### src/rtl/collision_score_unit_pkg.sv
// Shared playfield geometry and game-state encodings for the flappy datapath blocks.
package flappy_pkg;

    localparam int SCREEN_WIDTH    = 640;
    localparam int PIPE_WIDTH      = 52;
    localparam int PIPE_GAP_HEIGHT = 100;
    localparam int PIPE_DISTANCE   = 220;
    localparam int GROUND_Y        = 400;
    localparam logic signed [31:0] INVALID = -32'sd1;

    typedef enum logic [1:0] {
        IDLE = 2'd0,
        PLAY = 2'd1,
        OVER = 2'd2
    } state_t;

endpackage

### src/rtl/collision_score_unit_if.sv
// Bundle between the game core (master) and the collision/score unit (slave).
interface collision_score_unit_if;

    logic [1:0]         iState;
    logic signed [31:0] iBirdY;
    logic signed [31:0] iPipe1X;
    logic signed [31:0] iPipe2X;
    logic signed [31:0] iPipe3X;
    logic signed [31:0] iPipe1Y;
    logic signed [31:0] iPipe2Y;
    logic signed [31:0] iPipe3Y;
    logic               oCollision;
    logic               oScorePulse;
    logic [11:0]        oScore;
    logic [11:0]        oBestScore;

    modport master (
        output iState, iBirdY, iPipe1X, iPipe2X, iPipe3X, iPipe1Y, iPipe2Y, iPipe3Y,
        input  oCollision, oScorePulse, oScore, oBestScore
    );

    modport slave (
        input  iState, iBirdY, iPipe1X, iPipe2X, iPipe3X, iPipe1Y, iPipe2Y, iPipe3Y,
        output oCollision, oScorePulse, oScore, oBestScore
    );

endinterface

### src/rtl/collision_score_unit_bcd_sat_adder.sv
// Combinational 3-digit BCD adder for a 0..3 increment, clamping the result at 999.
module bcd_sat_adder (
    input  logic [11:0] i_value,
    input  logic [1:0]  i_inc,
    output logic [11:0] o_sum
);

    logic [4:0] w_s0, w_s1, w_s2;
    logic [4:0] w_a0, w_a1, w_a2;
    logic       w_c0, w_c1, w_c2;
    logic [3:0] w_d0, w_d1, w_d2;

    assign w_s0 = {1'b0, i_value[3:0]} + {3'b000, i_inc};
    assign w_c0 = (w_s0 > 5'd9);
    assign w_a0 = w_s0 - 5'd10;
    assign w_d0 = w_c0 ? w_a0[3:0] : w_s0[3:0];

    assign w_s1 = {1'b0, i_value[7:4]} + {4'b0000, w_c0};
    assign w_c1 = (w_s1 > 5'd9);
    assign w_a1 = w_s1 - 5'd10;
    assign w_d1 = w_c1 ? w_a1[3:0] : w_s1[3:0];

    assign w_s2 = {1'b0, i_value[11:8]} + {4'b0000, w_c1};
    assign w_c2 = (w_s2 > 5'd9);
    assign w_a2 = w_s2 - 5'd10;
    assign w_d2 = w_c2 ? w_a2[3:0] : w_s2[3:0];

    // A carry out of the hundreds digit means the true sum passed 999.
    assign o_sum = w_c2 ? 12'h999 : {w_d2, w_d1, w_d0};

endmodule

### src/rtl/collision_score_unit.sv
// Two-stage bird/pipe/boundary collision detector with BCD current and best score.
module collision_score_unit #(
    parameter int BIRD_X          = 160,
    parameter int BIRD_W          = 34,
    parameter int BIRD_H          = 24,
    parameter int PIPE_WIDTH      = flappy_pkg::PIPE_WIDTH,
    parameter int PIPE_GAP_HEIGHT = flappy_pkg::PIPE_GAP_HEIGHT,
    parameter int GROUND_Y        = flappy_pkg::GROUND_Y
) (
    input  logic                   iClock,
    input  logic                   iReset,
    collision_score_unit_if.slave  bus
);

    import flappy_pkg::*;

    logic               w_isIdle, w_isPlay, w_isOver;
    logic signed [31:0] w_pipeX [3];
    logic signed [31:0] w_pipeY [3];
    logic [2:0]         w_hit, w_pass, w_recycle;
    logic               w_anyHit;
    logic [1:0]         w_inc;
    logic [11:0]        w_scoreSum;

    logic               r_s1Play, r_boundary;
    logic               r_collision, r_scorePulse, r_wasOver;
    logic [2:0]         r_passed;
    logic [11:0]        r_score, r_best;

    assign w_isIdle = (state_t'(bus.iState) == IDLE);
    assign w_isPlay = (state_t'(bus.iState) == PLAY);
    assign w_isOver = bus.iState[1];

    assign w_pipeX[0] = bus.iPipe1X;
    assign w_pipeX[1] = bus.iPipe2X;
    assign w_pipeX[2] = bus.iPipe3X;
    assign w_pipeY[0] = bus.iPipe1Y;
    assign w_pipeY[1] = bus.iPipe2Y;
    assign w_pipeY[2] = bus.iPipe3Y;

    // Stage 1, per pipe: register the geometric terms; passed-flag gating happens in stage 2.
    for (genvar k = 0; k < 3; k++) begin : gPipe
        logic signed [31:0] w_pipeRight;
        logic               r_valid, r_hOverlap, r_vOutside, r_passGeom, r_recycle;

        assign w_pipeRight = w_pipeX[k] + PIPE_WIDTH;

        always_ff @(posedge iClock) begin
            if (iReset) begin
                r_valid    <= 1'b0;
                r_hOverlap <= 1'b0;
                r_vOutside <= 1'b0;
                r_passGeom <= 1'b0;
                r_recycle  <= 1'b0;
            end else begin
                r_valid    <= (w_pipeY[k] != INVALID);
                r_hOverlap <= (w_pipeX[k] < BIRD_X + BIRD_W) && (w_pipeRight > BIRD_X);
                r_vOutside <= (bus.iBirdY < w_pipeY[k]) ||
                              (bus.iBirdY + BIRD_H > w_pipeY[k] + PIPE_GAP_HEIGHT);
                r_passGeom <= (w_pipeRight <= BIRD_X);
                r_recycle  <= (w_pipeX[k] > BIRD_X + BIRD_W);
            end
        end

        assign w_hit[k]     = r_valid & r_hOverlap & r_vOutside;
        assign w_pass[k]    = r_valid & r_passGeom & ~r_passed[k];
        assign w_recycle[k] = r_recycle;
    end

    always_ff @(posedge iClock) begin
        if (iReset) begin
            r_s1Play   <= 1'b0;
            r_boundary <= 1'b0;
        end else begin
            r_s1Play   <= w_isPlay;
            r_boundary <= (bus.iBirdY < 0) || (bus.iBirdY + BIRD_H > GROUND_Y);
        end
    end

    assign w_anyHit = (|w_hit) | r_boundary;
    assign w_inc    = 2'(w_pass[0]) + 2'(w_pass[1]) + 2'(w_pass[2]);

    bcd_sat_adder uAdder (
        .i_value (r_score),
        .i_inc   (w_inc),
        .o_sum   (w_scoreSum)
    );

    // Stage 2: results only apply when the playing state held across both stages.
    always_ff @(posedge iClock) begin
        if (iReset) begin
            r_collision  <= 1'b0;
            r_scorePulse <= 1'b0;
            r_wasOver    <= 1'b0;
            r_passed     <= 3'b000;
            r_score      <= 12'h000;
            r_best       <= 12'h000;
        end else begin
            r_scorePulse <= 1'b0;
            r_wasOver    <= w_isOver;
            if (w_isIdle) begin
                r_collision <= 1'b0;
                r_passed    <= 3'b000;
                r_score     <= 12'h000;
            end else if (w_isOver) begin
                if (!r_wasOver && (r_score > r_best)) begin
                    r_best <= r_score;
                end
            end else if (r_s1Play && !r_collision) begin
                if (w_anyHit) begin
                    r_collision <= 1'b1;
                end else begin
                    r_passed     <= w_pass | (r_passed & ~w_recycle);
                    r_score      <= w_scoreSum;
                    r_scorePulse <= (w_inc != 2'd0);
                end
            end
        end
    end

    assign bus.oCollision  = r_collision;
    assign bus.oScorePulse = r_scorePulse;
    assign bus.oScore      = r_score;
    assign bus.oBestScore  = r_best;

endmodule

### src/flat_wrapper.sv
// flat-port wrapper written by rule: the top's interface ports become plain ports
module collision_score_unit_flat import flappy_pkg::*;
#(
    parameter int BIRD_X          = 160,
    parameter int BIRD_W          = 34,
    parameter int BIRD_H          = 24,
    parameter int PIPE_WIDTH      = flappy_pkg::PIPE_WIDTH,
    parameter int PIPE_GAP_HEIGHT = flappy_pkg::PIPE_GAP_HEIGHT,
    parameter int GROUND_Y        = flappy_pkg::GROUND_Y
)
  (iClock, iReset, bus_iState, bus_iBirdY, bus_iPipe1X, bus_iPipe2X, bus_iPipe3X, bus_iPipe1Y, bus_iPipe2Y, bus_iPipe3Y, bus_oCollision, bus_oScorePulse, bus_oScore, bus_oBestScore);
  collision_score_unit_if bus_i ();
  input  logic iClock;
  input  logic iReset;
  input wire logic [$bits(bus_i.iState)-1:0] bus_iState;
  input wire logic [$bits(bus_i.iBirdY)-1:0] bus_iBirdY;
  input wire logic [$bits(bus_i.iPipe1X)-1:0] bus_iPipe1X;
  input wire logic [$bits(bus_i.iPipe2X)-1:0] bus_iPipe2X;
  input wire logic [$bits(bus_i.iPipe3X)-1:0] bus_iPipe3X;
  input wire logic [$bits(bus_i.iPipe1Y)-1:0] bus_iPipe1Y;
  input wire logic [$bits(bus_i.iPipe2Y)-1:0] bus_iPipe2Y;
  input wire logic [$bits(bus_i.iPipe3Y)-1:0] bus_iPipe3Y;
  output wire logic [$bits(bus_i.oCollision)-1:0] bus_oCollision;
  output wire logic [$bits(bus_i.oScorePulse)-1:0] bus_oScorePulse;
  output wire logic [$bits(bus_i.oScore)-1:0] bus_oScore;
  output wire logic [$bits(bus_i.oBestScore)-1:0] bus_oBestScore;
  assign bus_i.iState = bus_iState;
  assign bus_i.iBirdY = bus_iBirdY;
  assign bus_i.iPipe1X = bus_iPipe1X;
  assign bus_i.iPipe2X = bus_iPipe2X;
  assign bus_i.iPipe3X = bus_iPipe3X;
  assign bus_i.iPipe1Y = bus_iPipe1Y;
  assign bus_i.iPipe2Y = bus_iPipe2Y;
  assign bus_i.iPipe3Y = bus_iPipe3Y;
  assign bus_oCollision = bus_i.oCollision;
  assign bus_oScorePulse = bus_i.oScorePulse;
  assign bus_oScore = bus_i.oScore;
  assign bus_oBestScore = bus_i.oBestScore;
  collision_score_unit #(.BIRD_X(BIRD_X), .BIRD_W(BIRD_W), .BIRD_H(BIRD_H), .PIPE_WIDTH(PIPE_WIDTH), .PIPE_GAP_HEIGHT(PIPE_GAP_HEIGHT), .GROUND_Y(GROUND_Y)) u_core (.iClock(iClock), .iReset(iReset), .bus(bus_i));
endmodule
### config.mk
export PLATFORM = sky130hd
export DESIGN_NAME = collision_score_unit_flat
export DESIGN_NICKNAME = d
export VERILOG_FILES = /design/src/rtl/collision_score_unit_pkg.sv /design/src/rtl/collision_score_unit_if.sv /design/src/rtl/collision_score_unit_bcd_sat_adder.sv /design/src/rtl/collision_score_unit.sv /design/src/flat_wrapper.sv
export SDC_FILE = /design/constraint.sdc
export NUM_CORES = 1
export LEC_CHECK = 0
export CORE_MARGIN = 3
export CORE_UTILIZATION = 40
export CTS_CLUSTER_SIZE = 40
export DETAILED_ROUTE_END_ITERATION = 8
export PLACE_DENSITY = 0.79
export SLEW_MARGIN = 20
export SYNTH_ARGS = -nofsm -noshare
export SYNTH_HDL_FRONTEND = slang
export SYNTH_HIERARCHICAL = 1
export SYNTH_SLANG_ARGS = --single-unit
### constraint.sdc
create_clock -name iClock -period 6.2 [get_ports iClock]
set_input_delay 1.24 -clock iClock [delete_from_list [all_inputs] [get_ports iClock]]
set_output_delay 1.24 -clock iClock [all_outputs]
set_load 0.02 [all_outputs]
Word-level counts from Yosys, hierarchy flattened. Index checks and enable logic that the tools add are counted.

Register bits after elaboration: 47. Input bits: 228. Output and inout bits: 26.

$add $sub $neg: 14. $lt $le $gt $ge: 24. Equality and inequality tests: 4. Mux-type cells: 3. Bitwise gates (word level): 23. Reduce and logical (&&, ||, !) cells: 19.

Operators with widths (number): greater-than comparator 32 x 9 -> 1 bit, second input constant (6); adder 32 x 7 -> 32 bit, second input constant (3); adder 32 x 8 -> 32 bit, second input constant (3); greater-than comparator 32 bit (3); less-or-equal comparator 32 x 9 -> 1 bit, second input constant (3); less-than comparator 32 bit (3); less-than comparator 32 x 9 -> 1 bit, second input constant (3); != test 32 x 1 -> 1 bit, second input constant (3); adder 32 x 6 -> 32 bit, second input constant (1); greater-than comparator 32 x 10 -> 1 bit, second input constant (1); less-than comparator 32 x 1 -> 1 bit, second input constant (1); greater-than comparator 5 x 4 -> 1 bit, second input constant (3); AND 1 bit (12); greater-than comparator 12 bit (1); 2-to-1 mux 12 bit (1); adder 4 x 1 -> 5 bit (2); AND reduction 3 bit (3); 2-to-1 mux 4 bit (2); subtractor 4 bit, second input constant (2); NOT 1 bit (7); adder 4 x 2 -> 5 bit (1); logical AND 1 bit (5); OR reduction 5 bit (1); logical OR 1 bit (4); 12 further kinds (13).

Longest topological paths before layout. Gate-level depths: netlist (run 1).

Word-level depth: 11. Depth in mapped cells: 25.

Modules after synthesis. The synthesis (run 1) kept the hierarchy.

By module, submodules not included: collision_score_unit (times used 1, cells an instance 1271, area an instance 9507.9 sq um, seq. area each 940.9 sq um); bcd_sat_adder (times used 1, cells an instance 99, area an instance 659.4 sq um, seq. area each 0.0 sq um).

Least setup slack after synthesis (run 1). OpenSTA, ideal clock, no wires.

Kind: register to register. Start point: register u_core.gPipe[0].r_valid. End point: register u_core.r_score[0] (netlist: u_core/bus.oScore[0]). Library setup time: 0.136 ns. Data arrival time: 4.478 ns. Setup slack: 1.586 ns. Stages on the path, launching flop included: 25. Buffers on the path: 2. Cells stage by stage: dfxtp_1 > nand2_1 > nor2_1 > fa_1 > ha_1 > inv_1 > fa_1 > clkbuf_1 > a32o_1 > nor2_1 > ha_1 > ha_1 > buf_2 > nor2b_1 > nor2_1 > o22ai_1 > nor2_1 > ha_1 > ha_1 > nand2b_1 > a41oi_1 > a21oi_2 > or2_2 > nand2_1 > a21oi_1.

Word-level cells in the longest chain between the ends: 11.

Ends and longest elaborated chain: from (decl) (RTL line collision_score_unit.sv:44) `logic r_valid, r_hOverlap, r_vOutside, r_passGeom, r_recycle;`; from (signal assigned) (RTL line collision_score_unit.sv:56) `r_valid <= (w_pipeY[k] != INVALID);`; AND 1 bit * (2 in series) (RTL line collision_score_unit.sv:66) `assign w_pass[k] = r_valid & r_passGeom & ~r_passed[k];`; adder 1 x 1 -> 2 bit * (RTL line collision_score_unit.sv:81) `assign w_inc = 2'(w_pass[0]) + 2'(w_pass[1]) + 2'(w_pass[2]);`; adder 2 x 1 -> 2 bit * (RTL line collision_score_unit.sv:81); named net u_core.w_inc[0] (RTL line collision_score_unit.sv:22) `logic [1:0] w_inc;`; adder 4 x 2 -> 5 bit * (RTL line collision_score_unit_bcd_sat_adder.sv:13) `assign w_s0 = {1'b0, i_value[3:0]} + {3'b000, i_inc};`; greater-than comparator 5 x 4 -> 1 bit (RTL line collision_score_unit_bcd_sat_adder.sv:14) `assign w_c0 = (w_s0 > 5'd9);`; adder 4 x 1 -> 5 bit (RTL line collision_score_unit_bcd_sat_adder.sv:18) `assign w_s1 = {1'b0, i_value[7:4]} + {4'b0000, w_c0};`; greater-than comparator 5 x 4 -> 1 bit (RTL line collision_score_unit_bcd_sat_adder.sv:19) `assign w_c1 = (w_s1 > 5'd9);`; adder 4 x 1 -> 5 bit (RTL line collision_score_unit_bcd_sat_adder.sv:23) `assign w_s2 = {1'b0, i_value[11:8]} + {4'b0000, w_c1};`; greater-than comparator 5 x 4 -> 1 bit (RTL line collision_score_unit_bcd_sat_adder.sv:24) `assign w_c2 = (w_s2 > 5'd9);`; 2-to-1 mux 12 bit * (RTL line collision_score_unit_bcd_sat_adder.sv:29) `assign o_sum = w_c2 ? 12'h999 : {w_d2, w_d1, w_d0};`; named net u_core.w_scoreSum[0] (RTL line collision_score_unit.sv:23) `logic [11:0] w_scoreSum;`; to (signal assigned) (RTL line collision_score_unit.sv:114) `r_score <= w_scoreSum;`; to (decl) (RTL line collision_score_unit.sv:28) `logic [11:0] r_score, r_best;`.

The timed path passes the listed nets; every way through them passes the cells marked *. A chain may end at the register's enable or synchronous reset.

Final worst setup path (run 1).
Start point: input port bus_iBirdY[3]. End point: register u_core.gPipe[2].r_vOutside.

Word-level cells in the longest chain between the ends: 3.

Ends and longest elaborated chain: from (decl) (RTL line flat_wrapper.sv:16) `input wire logic [$bits(bus_i.iBirdY)-1:0] bus_iBirdY;`; adder 32 x 6 -> 32 bit (RTL line collision_score_unit.sv:59) `(bus.iBirdY + BIRD_H > w_pipeY[k] + PIPE_GAP_HEIGHT);`; greater-than comparator 32 bit (RTL line collision_score_unit.sv:59); logical OR 1 bit * (RTL line collision_score_unit.sv:58) `r_vOutside <= (bus.iBirdY < w_pipeY[k]) ||`; to (signal assigned) (RTL line collision_score_unit.sv:58); to (decl) (RTL line collision_score_unit.sv:44).

Mark *: on every way between the ends. The rest lies on a longest branch, timed or not.

==> metrics.md, run 1 <==
| Metric | Value |
|---|---|
| Outcome | completed |
| Syn_nets | 1804 |
| Clock group share of total power | 0.219 |
| Final Skew | slightly above 0.009 ns |
| Post-CTS resize count | 0 |
| First-pass GRT wire length | 52.09 mm |
| Min-delay src | u_core/r_passed[1] |
| Leak pwr | approximately 5.7 nW |
| CTS H-tree lvls | 2 |
| Die ar. | about 0.027 mm2 |
| I/O pins | 254 |
| CP Cell Sequence | clkdlybuf4s50_1, inv_1, ha_1, nor2b_1, and3_1, and2_1, and3_1, and2_1, xor2_1, ha_1, a21o_1, a21o_1, a21oi_1, o211ai_1, a221oi_1, o41ai_2, a21oi_2, nor4b_2, a211o_1 |
| CP Capture Type | flop |
| Clk buf depth | 2 |
| DRC violations left | 0 |
| Fin crit period | 5.350 ns |
| WHS Endpoint | u_core/r_passed[1] |
| Sequential share of the synthesized area | 0.09254 |
| # rows | 57 |
| Die Ht | between 150 and 200 um |
| Fin crit share | 0.8628 |
| Cell family with most CP delay | compound AO/OA/AOI/OAI gates |
| Initial antenna violation count | 3 |
| Worst Setup Path Type | in -> reg |
| Power Internal | roughly 0.8 mW |
| Power Dens Cells | 95.46 mW/mm2 |
| Worst EP required | roughly 6.4 ns |
| CTS tree | built |
| Vias | approximately 11k |
| Post-synth cell types | just over 80 |
| Gate power share | 0.534 |
| Layout cells sized above 1 | 0.03321 |
| HPWL Detailed | between 20 and 30 mm |
| Antenna viol nets, final | 0 |
| Syn_area_per_cell | 7.421 um2 |
| Total congestion overflow | 0 |
| WHS Path Cells | 2 |
| Final wirelength | 34.05 mm |
| Hold Crit Class | reg -> reg |
| Port bufs | about 250 |
| Switching power total | 0.4750 mW |
| Post-CTS Setup Repair Bufs | 0 |
| Buffers & Inverters on Critical Path | 2 |
| Clock Latency Late Sink | ~0.29 ns |
| Root Buffer | clkbuf_16 |
| Core ar. | between 0.02 and 0.025 mm2 |
| Starting density of the core | 0.4120 |
| Hold_buf cts | 0 |
| Clock-pin slew on the worst setup and hold paths | approximately 0.07 ns |
| Fmax achieved | about 0.19 GHz |
| Warning count from the yosys run | 6 |
| Post-Syn Instances | between 1k and 1.5k |
| Vias in the first global route | about 11k |
| Die X | roughly 170 um |
| Reg2reg start | u_core/gPipe[0].r_valid |
| RSZ-0062 raised after global routing | no |
| Initial drt markers | approximately 740 |
| Max capacitance violation total | 0 |
| Slew margin rel. | 0.3224 |
| Final core utilization | 0.5386 |
| Avg Vias per Cell | 5.758 |
| Slew Viols, Final | 0 |
| Cells on worst reg2reg path | 24 |
| CP max FO | 5 |
| FFs w/ async S/R, synth | 0 |
| All-Layer GR Usage | 0.2353 |
| Post-synth EDFFs | 0 |
| Final Hold Violating Endpoints | 0 |
| Nets@finish | 2059 |
| Area growth, synth to finish | 30.73% |
| Routability congestion estimate | around 0.95 |
| Synth Flop Type | dfxtp_1 |
| Largest net degree at the start of global routing | 19 |
| Worst Tran Pin Value | slightly above 1 ns |
| Critical path launch point type | input port |
| WL per Instance | between 15 and 20 um |
| Post-synthesis register bit count | between 40 and 50 |
| Post-route cell area | roughly 0.013 mm2 |
| Flop-to-flop setup slack | 1.07 ns |
| Setup-failing EPs final | 0 |
| Max IR drop VDD | between 100 and 150 uV |
| Dpl cell area | about 0.013 mm2 |
| Syn Std Cell Area | around 0.010 mm2 |
| Sequential share of power | 0.247 |
| TritonRoute pass-1 iters | 5 |
| TritonCTS Sinks | between 40 and 50 |
| Critical path's slowest cell | clkdlybuf4s50_1 |
| Critical Path AT | 5.53 ns |
| R2r endpoint | u_core/bus.oScore[3] |
| Setup TNS | 0 ns |
| Crit path largest cell delay | 0.48 ns |
| Num CTS Buffers | 5 |
| Switching share of total power | 0.3744 |
## routing by layer
| metal | part of all wire | GRT usage | vias to the layer above | wire length, um |
|---|---|---|---|---|
| met5 | 0.00038 | 0 | - | 13 |
| met4 | 0.024 | 0.06125 | 2 | 813 |
| met3 | 0.058 | 0.02594 | 49 | 1983 |
| met2 | 0.48 | 0.4251 | 377 | 16500 |
| met1 | 0.43 | 0.2964 | 5274 | 14740 |
| li1 | - | - | 5537 | - |
## logic make-up after synthesis
| kind of cell | share of synthesized area |
|---|---|
| AND/OR/NAND/NOR | 0.2812 |
| AO/OA/AOI/OAI | 0.1847 |
| adder cells (fa/ha/maj) | 0.2590 |
| buffers and inverters | 0.05870 |
| XOR/XNOR | 0.1063 |
| flip-flops | 0.09254 |
| multiplexers | 0.01747 |
## registers in the layout, summed over array words and instances, names as in the netlist, 3 cells and up
register,flops
u_core/gPipe.r_recycle,3
u_core/gPipe.r_valid,3
u_core/bus.oScore,12
u_core/gPipe.r_passGeom,3
u_core/gPipe.r_vOutside,3
u_core/r_passed,3
u_core/gPipe.r_hOverlap,3
u_core/bus.oBestScore,12
## power by group through the flow
stage                     Sequential, mW  Combinational, mW  Clock [mW]
after floorplan                    0.318              0.352           0
after global placement             0.320              0.644           0
after detailed placement           0.320              0.664           0
after CTS                          0.313              0.668       0.284
after global routing               0.314              0.745       0.293
final                              0.313              0.677       0.278
## final cells by class
| type | instances | area, um2 |
|---|---|---|
| clock buffers | 5 | 125.1 |
| repair buffers | 266 | 2630 |
| inverters | 138 | 518.0 |
| well taps | 324 | 405.4 |
| multi-input cells | 1167 | 8645 |
| diodes | 2 | 5.005 |
| fillers | 2344 | 11380 |
| flip-flops and latches | 47 | 940.9 |
| clock inverters | 3 | 22.52 |
## cells in the final DEF (no fill, tap or decap), drive strengths merged, types with 43 or more instances in the layout
master	netlist	routed
nand3	59	59
a21oi	79	79
clkdlybuf4s50	0	253
a21o	43	43
xnor2	104	104
o21ai	46	46
ha	204	204
nand2	107	107
nand4	66	66
inv	138	139
nor2	109	109
nor3	43	43
dfxtp	47	47
## cells in the mapped netlist (11+ instances only)
| cell | instances | share of area |
|---|---|---|
| nor2_1 | 109 | 0.040 |
| dfxtp_1 | 47 | 0.093 |
| nand2b_1 | 18 | 0.011 |
| mux2i_1 | 14 | 0.014 |
| nor2b_1 | 21 | 0.013 |
| nor3_1 | 42 | 0.021 |
| ha_1 | 204 | 0.25 |
| and4_1 | 15 | 0.013 |
| a21oi_1 | 75 | 0.037 |
| xor2_1 | 15 | 0.013 |
| clkbuf_1 | 14 | 0.0052 |
| a31oi_1 | 20 | 0.012 |
| o21ai_0 | 44 | 0.022 |
| nor4_1 | 31 | 0.019 |
| a21o_1 | 42 | 0.031 |
| inv_1 | 138 | 0.051 |
| nand3_1 | 57 | 0.028 |
| nand2_1 | 107 | 0.040 |
| xnor2_1 | 104 | 0.090 |
| o21a_1 | 11 | 0.0081 |
| and3_1 | 15 | 0.0092 |
| nand4_1 | 66 | 0.041 |
## per-stage QoR
step / total power [mW] / hold slack (ns) / std cells / setup WS (ns)
2_1_floorplan: 0.6702 / 0.4658 / 1370 / 1.586
3_3_place_gp: 0.9647 / 0.4784 / 1942 / 0.7045
3_5_place_dp: 0.9848 / 0.4943 / 1942 / 0.5682
4_1_cts: 1.265 / 0.5098 / 1950 / 0.8778
5_1_grt: 1.351 / 0.5498 / 1952 / 0.5364
6_report: 1.269 / 0.5025 / 1952 / 0.8504
## worst max-delay path by stage
stage | from | to | slack (ns) | depth (start not counted)
after global placement | bus_iBirdY[3] | u_core/gPipe[2].r_vOutside | 0.70 | 19
after floorplan | u_core/gPipe[0].r_valid | u_core/bus.oScore[0] | 1.59 | 24
after CTS | bus_iBirdY[3] | u_core/gPipe[2].r_vOutside | 0.88 | 19
after detailed placement | bus_iBirdY[3] | u_core/gPipe[2].r_vOutside | 0.57 | 19
after global routing | bus_iPipe1Y[16] | u_core/gPipe[0].r_vOutside | 0.54 | 17
final | bus_iBirdY[3] | u_core/gPipe[2].r_vOutside | 0.85 | 19
## worst min-delay path, stage by stage (launching register included)
cell     delay [ns]
dfxtp_1        0.33
a22oi_1        0.06
nor2_1         0.08
(Power assumes the default switching activity.)
==> run 2: changes to the inputs <==
--- a/config.mk
+++ b/config.mk
@@ -10,6 +10,8 @@
 export CTS_CLUSTER_SIZE = 40
 export DETAILED_ROUTE_END_ITERATION = 8
 export PLACE_DENSITY = 0.79
+export RECOVER_POWER = 25
+export SKIP_CTS_REPAIR_TIMING = 1
 export SLEW_MARGIN = 20
 export SYNTH_ARGS = -nofsm -noshare
 export SYNTH_HDL_FRONTEND = slang
==> metrics.md, run 2 (synthesized netlist as in run 1, its figures left out) <==
| Metric | Value |
|---|---|
| Outcome | completed |
| R2r endpoint | u_core/bus.oScore[3] |
| Commonest cells after routing, fill and taps aside | clkdlybuf4s50_1, ha_1, inv_1 |
| Worst Setup SP | bus_iBirdY[3] |
| Placed instance count | 1942 (unchanged) |
| Core ar. | 0.02468 mm2 (unchanged) |
| Crit path largest cell delay | 0.48 ns (about the same) |
| Fmax achieved | 0.1868 GHz (about the same) |
| Die Ht | 165.4 um (unchanged) |
| FILL cells | 2344 (unchanged) |
| Final Hold Violating Endpoints | 0 (unchanged) |
| Final Skew | 0.008288 ns (-0.0009415 ns) |
| Switching power total | 0.4742 mW (-0.17%) |
| Cell family with most CP delay | compound AO/OA/AOI/OAI gates |
| Hold Crit Class | reg -> reg |
| CP Capture Type | flop |
| I/O pins | 254 (unchanged) |
| Vias in the first global route | 11.02k (unchanged) |
| Reg2reg start | u_core/gPipe[0].r_valid |
| Layout cells sized above 1 | 0.03321 (unchanged) |
| Setup TNS | 0 ns (unchanged) |
| Max capacitance violation total | 0 (unchanged) |
| CP Capture Point | u_core/gPipe[2].r_vOutside |
| Port bufs | 253 (unchanged) |
| DRC violations left | 0 (unchanged) |
| HPWL Detailed | 29.72 mm (unchanged) |
| Initial drt markers | 740 (+0.27%) |
| CTS tree | built |
| Slew Viols, Final | 0 (unchanged) |
| CP max FO | 5 (unchanged) |
| WL per Instance | 17.42 um (-0.13%) |
| First-pass GRT wire length | 52.09 mm (unchanged) |
| Area growth, synth to finish | 30.73% (unchanged) |
| Avg Vias per Cell | 5.754 (about the same) |
| Most common cell after layout, fill and taps aside | clkdlybuf4s50_1 |
| Critical path launch point type | input port |
| TritonRoute pass-1 iters | 5 (unchanged) |
| CTS H-tree lvls | 2 (unchanged) |
| Clock Latency Late Sink | 0.29 ns (about the same) |
| Routability congestion estimate | 0.9499 (unchanged) |
| Switching share of total power | 0.3741 (about the same) |
| Buffers & Inverters on Critical Path | 2 (unchanged) |
| Total congestion overflow | 0 (unchanged) |
| Largest net degree at the start of global routing | 19 (unchanged) |
| Nets@finish | 2059 (unchanged) |
| Critical path's slowest cell | clkdlybuf4s50_1 |
| Sequential share of power | 0.247 (about the same) |
| # rows | 57 (unchanged) |
| Clock group share of total power | 0.219 (about the same) |
| Worst Setup Path Type | in -> reg |
| Cells on worst reg2reg path | 24 (unchanged) |
| Starting density of the core | 0.4120 (unchanged) |
| Vias | 11.23k (-0.071%) |
| Flop-to-flop setup slack | 1.08 ns (about the same) |
| Setup-failing EPs final | 0 (unchanged) |
| Max IR drop VDD | 105.3 uV (about the same) |
| Power Internal | 0.7935 mW (about the same) |
| Leak pwr | 5.710 nW (+1.0%) |
| CP Cell Sequence | clkdlybuf4s50_1, inv_1, ha_1, nor2b_1, and3_1, and2_1, and3_1, and2_1, xor2_1, ha_1, a21o_1, a21o_1, a21oi_1, o211ai_1, a221oi_1, o41ai_2, a21oi_2, nor4b_2, a211o_1 |
| Root Buffer | clkbuf_16 |
| Gate power share | 0.534 (about the same) |
| All-Layer GR Usage | 0.2353 (unchanged) |
| Clock-pin slew on the worst setup and hold paths | 0.07 ns (about the same) |
| Die ar. | 0.02737 mm2 (unchanged) |
| Die X | 165.4 um (unchanged) |
| Power Dens Cells | 95.38 mW/mm2 (about the same) |
| Slew margin rel. | 0.3293 (+0.006963) |
| Antenna viol nets, final | 0 (unchanged) |
| Worst EP required | 6.38 ns (about the same) |
| Fin crit period | 5.353 ns (+0.003151 ns) |
| Worst Tran Pin Value | 0.9977 ns (-0.01036 ns) |
| TritonCTS Sinks | 47 (unchanged) |
| Non-Filler Instances | 1952 (unchanged) |
| Critical Path AT | 5.54 ns (about the same) |
| Number of cells on the critical path | 19 (unchanged) |
| Num CTS Buffers | 5 (unchanged) |
| RSZ-0062 raised after global routing | no |
| Fin crit share | 0.8633 (about the same) |
| Clk buf depth | 2 (unchanged) |
| Final wirelength | 34.01 mm (-0.13%) |
| Initial antenna violation count | 3 (unchanged) |
[run 2: changes by cell type in the layout (fill, tap and decap cells not counted), sizes merged]
cell / delta
clkdlybuf4s50: -17
dlygate4sd3: +17
[run 2: area by class of cell]
cell class,instances,area [um2],share of cell area
multi-input combinational,1167,8645,0.6504
timing repair buffer,266,2630,0.1979
sequential,47,940.9,0.07079
inverter,138,518.0,0.03897
tap,324,405.4,0.03050
clock buffer,5,125.1,0.009414
clock inverter,3,22.52,0.001694
antenna,2,5.005,0.0003765
[run 2: worst min-delay path: stages (launching register included)]
cell and delay, ns:
dfxtp_1 0.33, a22oi_1 0.06, nor2_1 0.08
[run 2: power by group through the flow]
| stage | clock network (mW) | logic (mW) | registers, mW |
|---|---|---|---|
| after global routing | 0.293 | 0.745 | 0.314 |
| after CTS | 0.284 | 0.668 | 0.313 |
| final | 0.278 | 0.676 | 0.313 |
| after global placement | 0 | 0.644 | 0.320 |
| after detailed placement | 0 | 0.664 | 0.320 |
| after floorplan | 0 | 0.352 | 0.318 |
[run 2: routing by layer]
layer / GRT usage / up-vias / part of all wire
met5: 0 / - / 0.00038
met4: 0.06125 / 2 / 0.024
met3: 0.02594 / 50 / 0.062
met2: 0.4251 / 381 / 0.48
met1: 0.2964 / 5260 / 0.43
li1: - / 5538 / -
[run 2: how the worst min path moves through the flow]
stage / cells after the start / to / slack (ns) / from
after floorplan: 2 / u_core/r_passed[0] / 0.47 / u_core/r_passed[0]
after global placement: 2 / u_core/r_passed[0] / 0.48 / u_core/r_passed[0]
after detailed placement: 2 / u_core/r_passed[1] / 0.49 / u_core/r_passed[1]
after CTS: 2 / u_core/r_passed[1] / 0.51 / u_core/r_passed[1]
after global routing: 2 / u_core/bus.oBestScore[4] / 0.55 / u_core/bus.oBestScore[4]
final: 2 / u_core/r_passed[1] / 0.50 / u_core/r_passed[1]
[run 2: through the flow]
| stage | util | setup slack, ns | hold WS (ns) | instance area, um2 | total power [mW] |
|---|---|---|---|---|---|
| 6_report | 0.5386 | 0.8473 | 0.5026 | 13290 | 1.268 |
| 3_5_place_dp | 0.5325 | 0.5682 | 0.4943 | 13140 | 0.9848 |
| 3_3_place_gp | 0.5323 | 0.7045 | 0.4784 | 13140 | 0.9647 |
| 5_1_grt | 0.5386 | 0.5364 | 0.5472 | 13290 | 1.351 |
| 4_1_cts | 0.5384 | 0.8778 | 0.5098 | 13290 | 1.265 |
| 2_1_floorplan | - | 1.586 | 0.4658 | 10170 | 0.6702 |
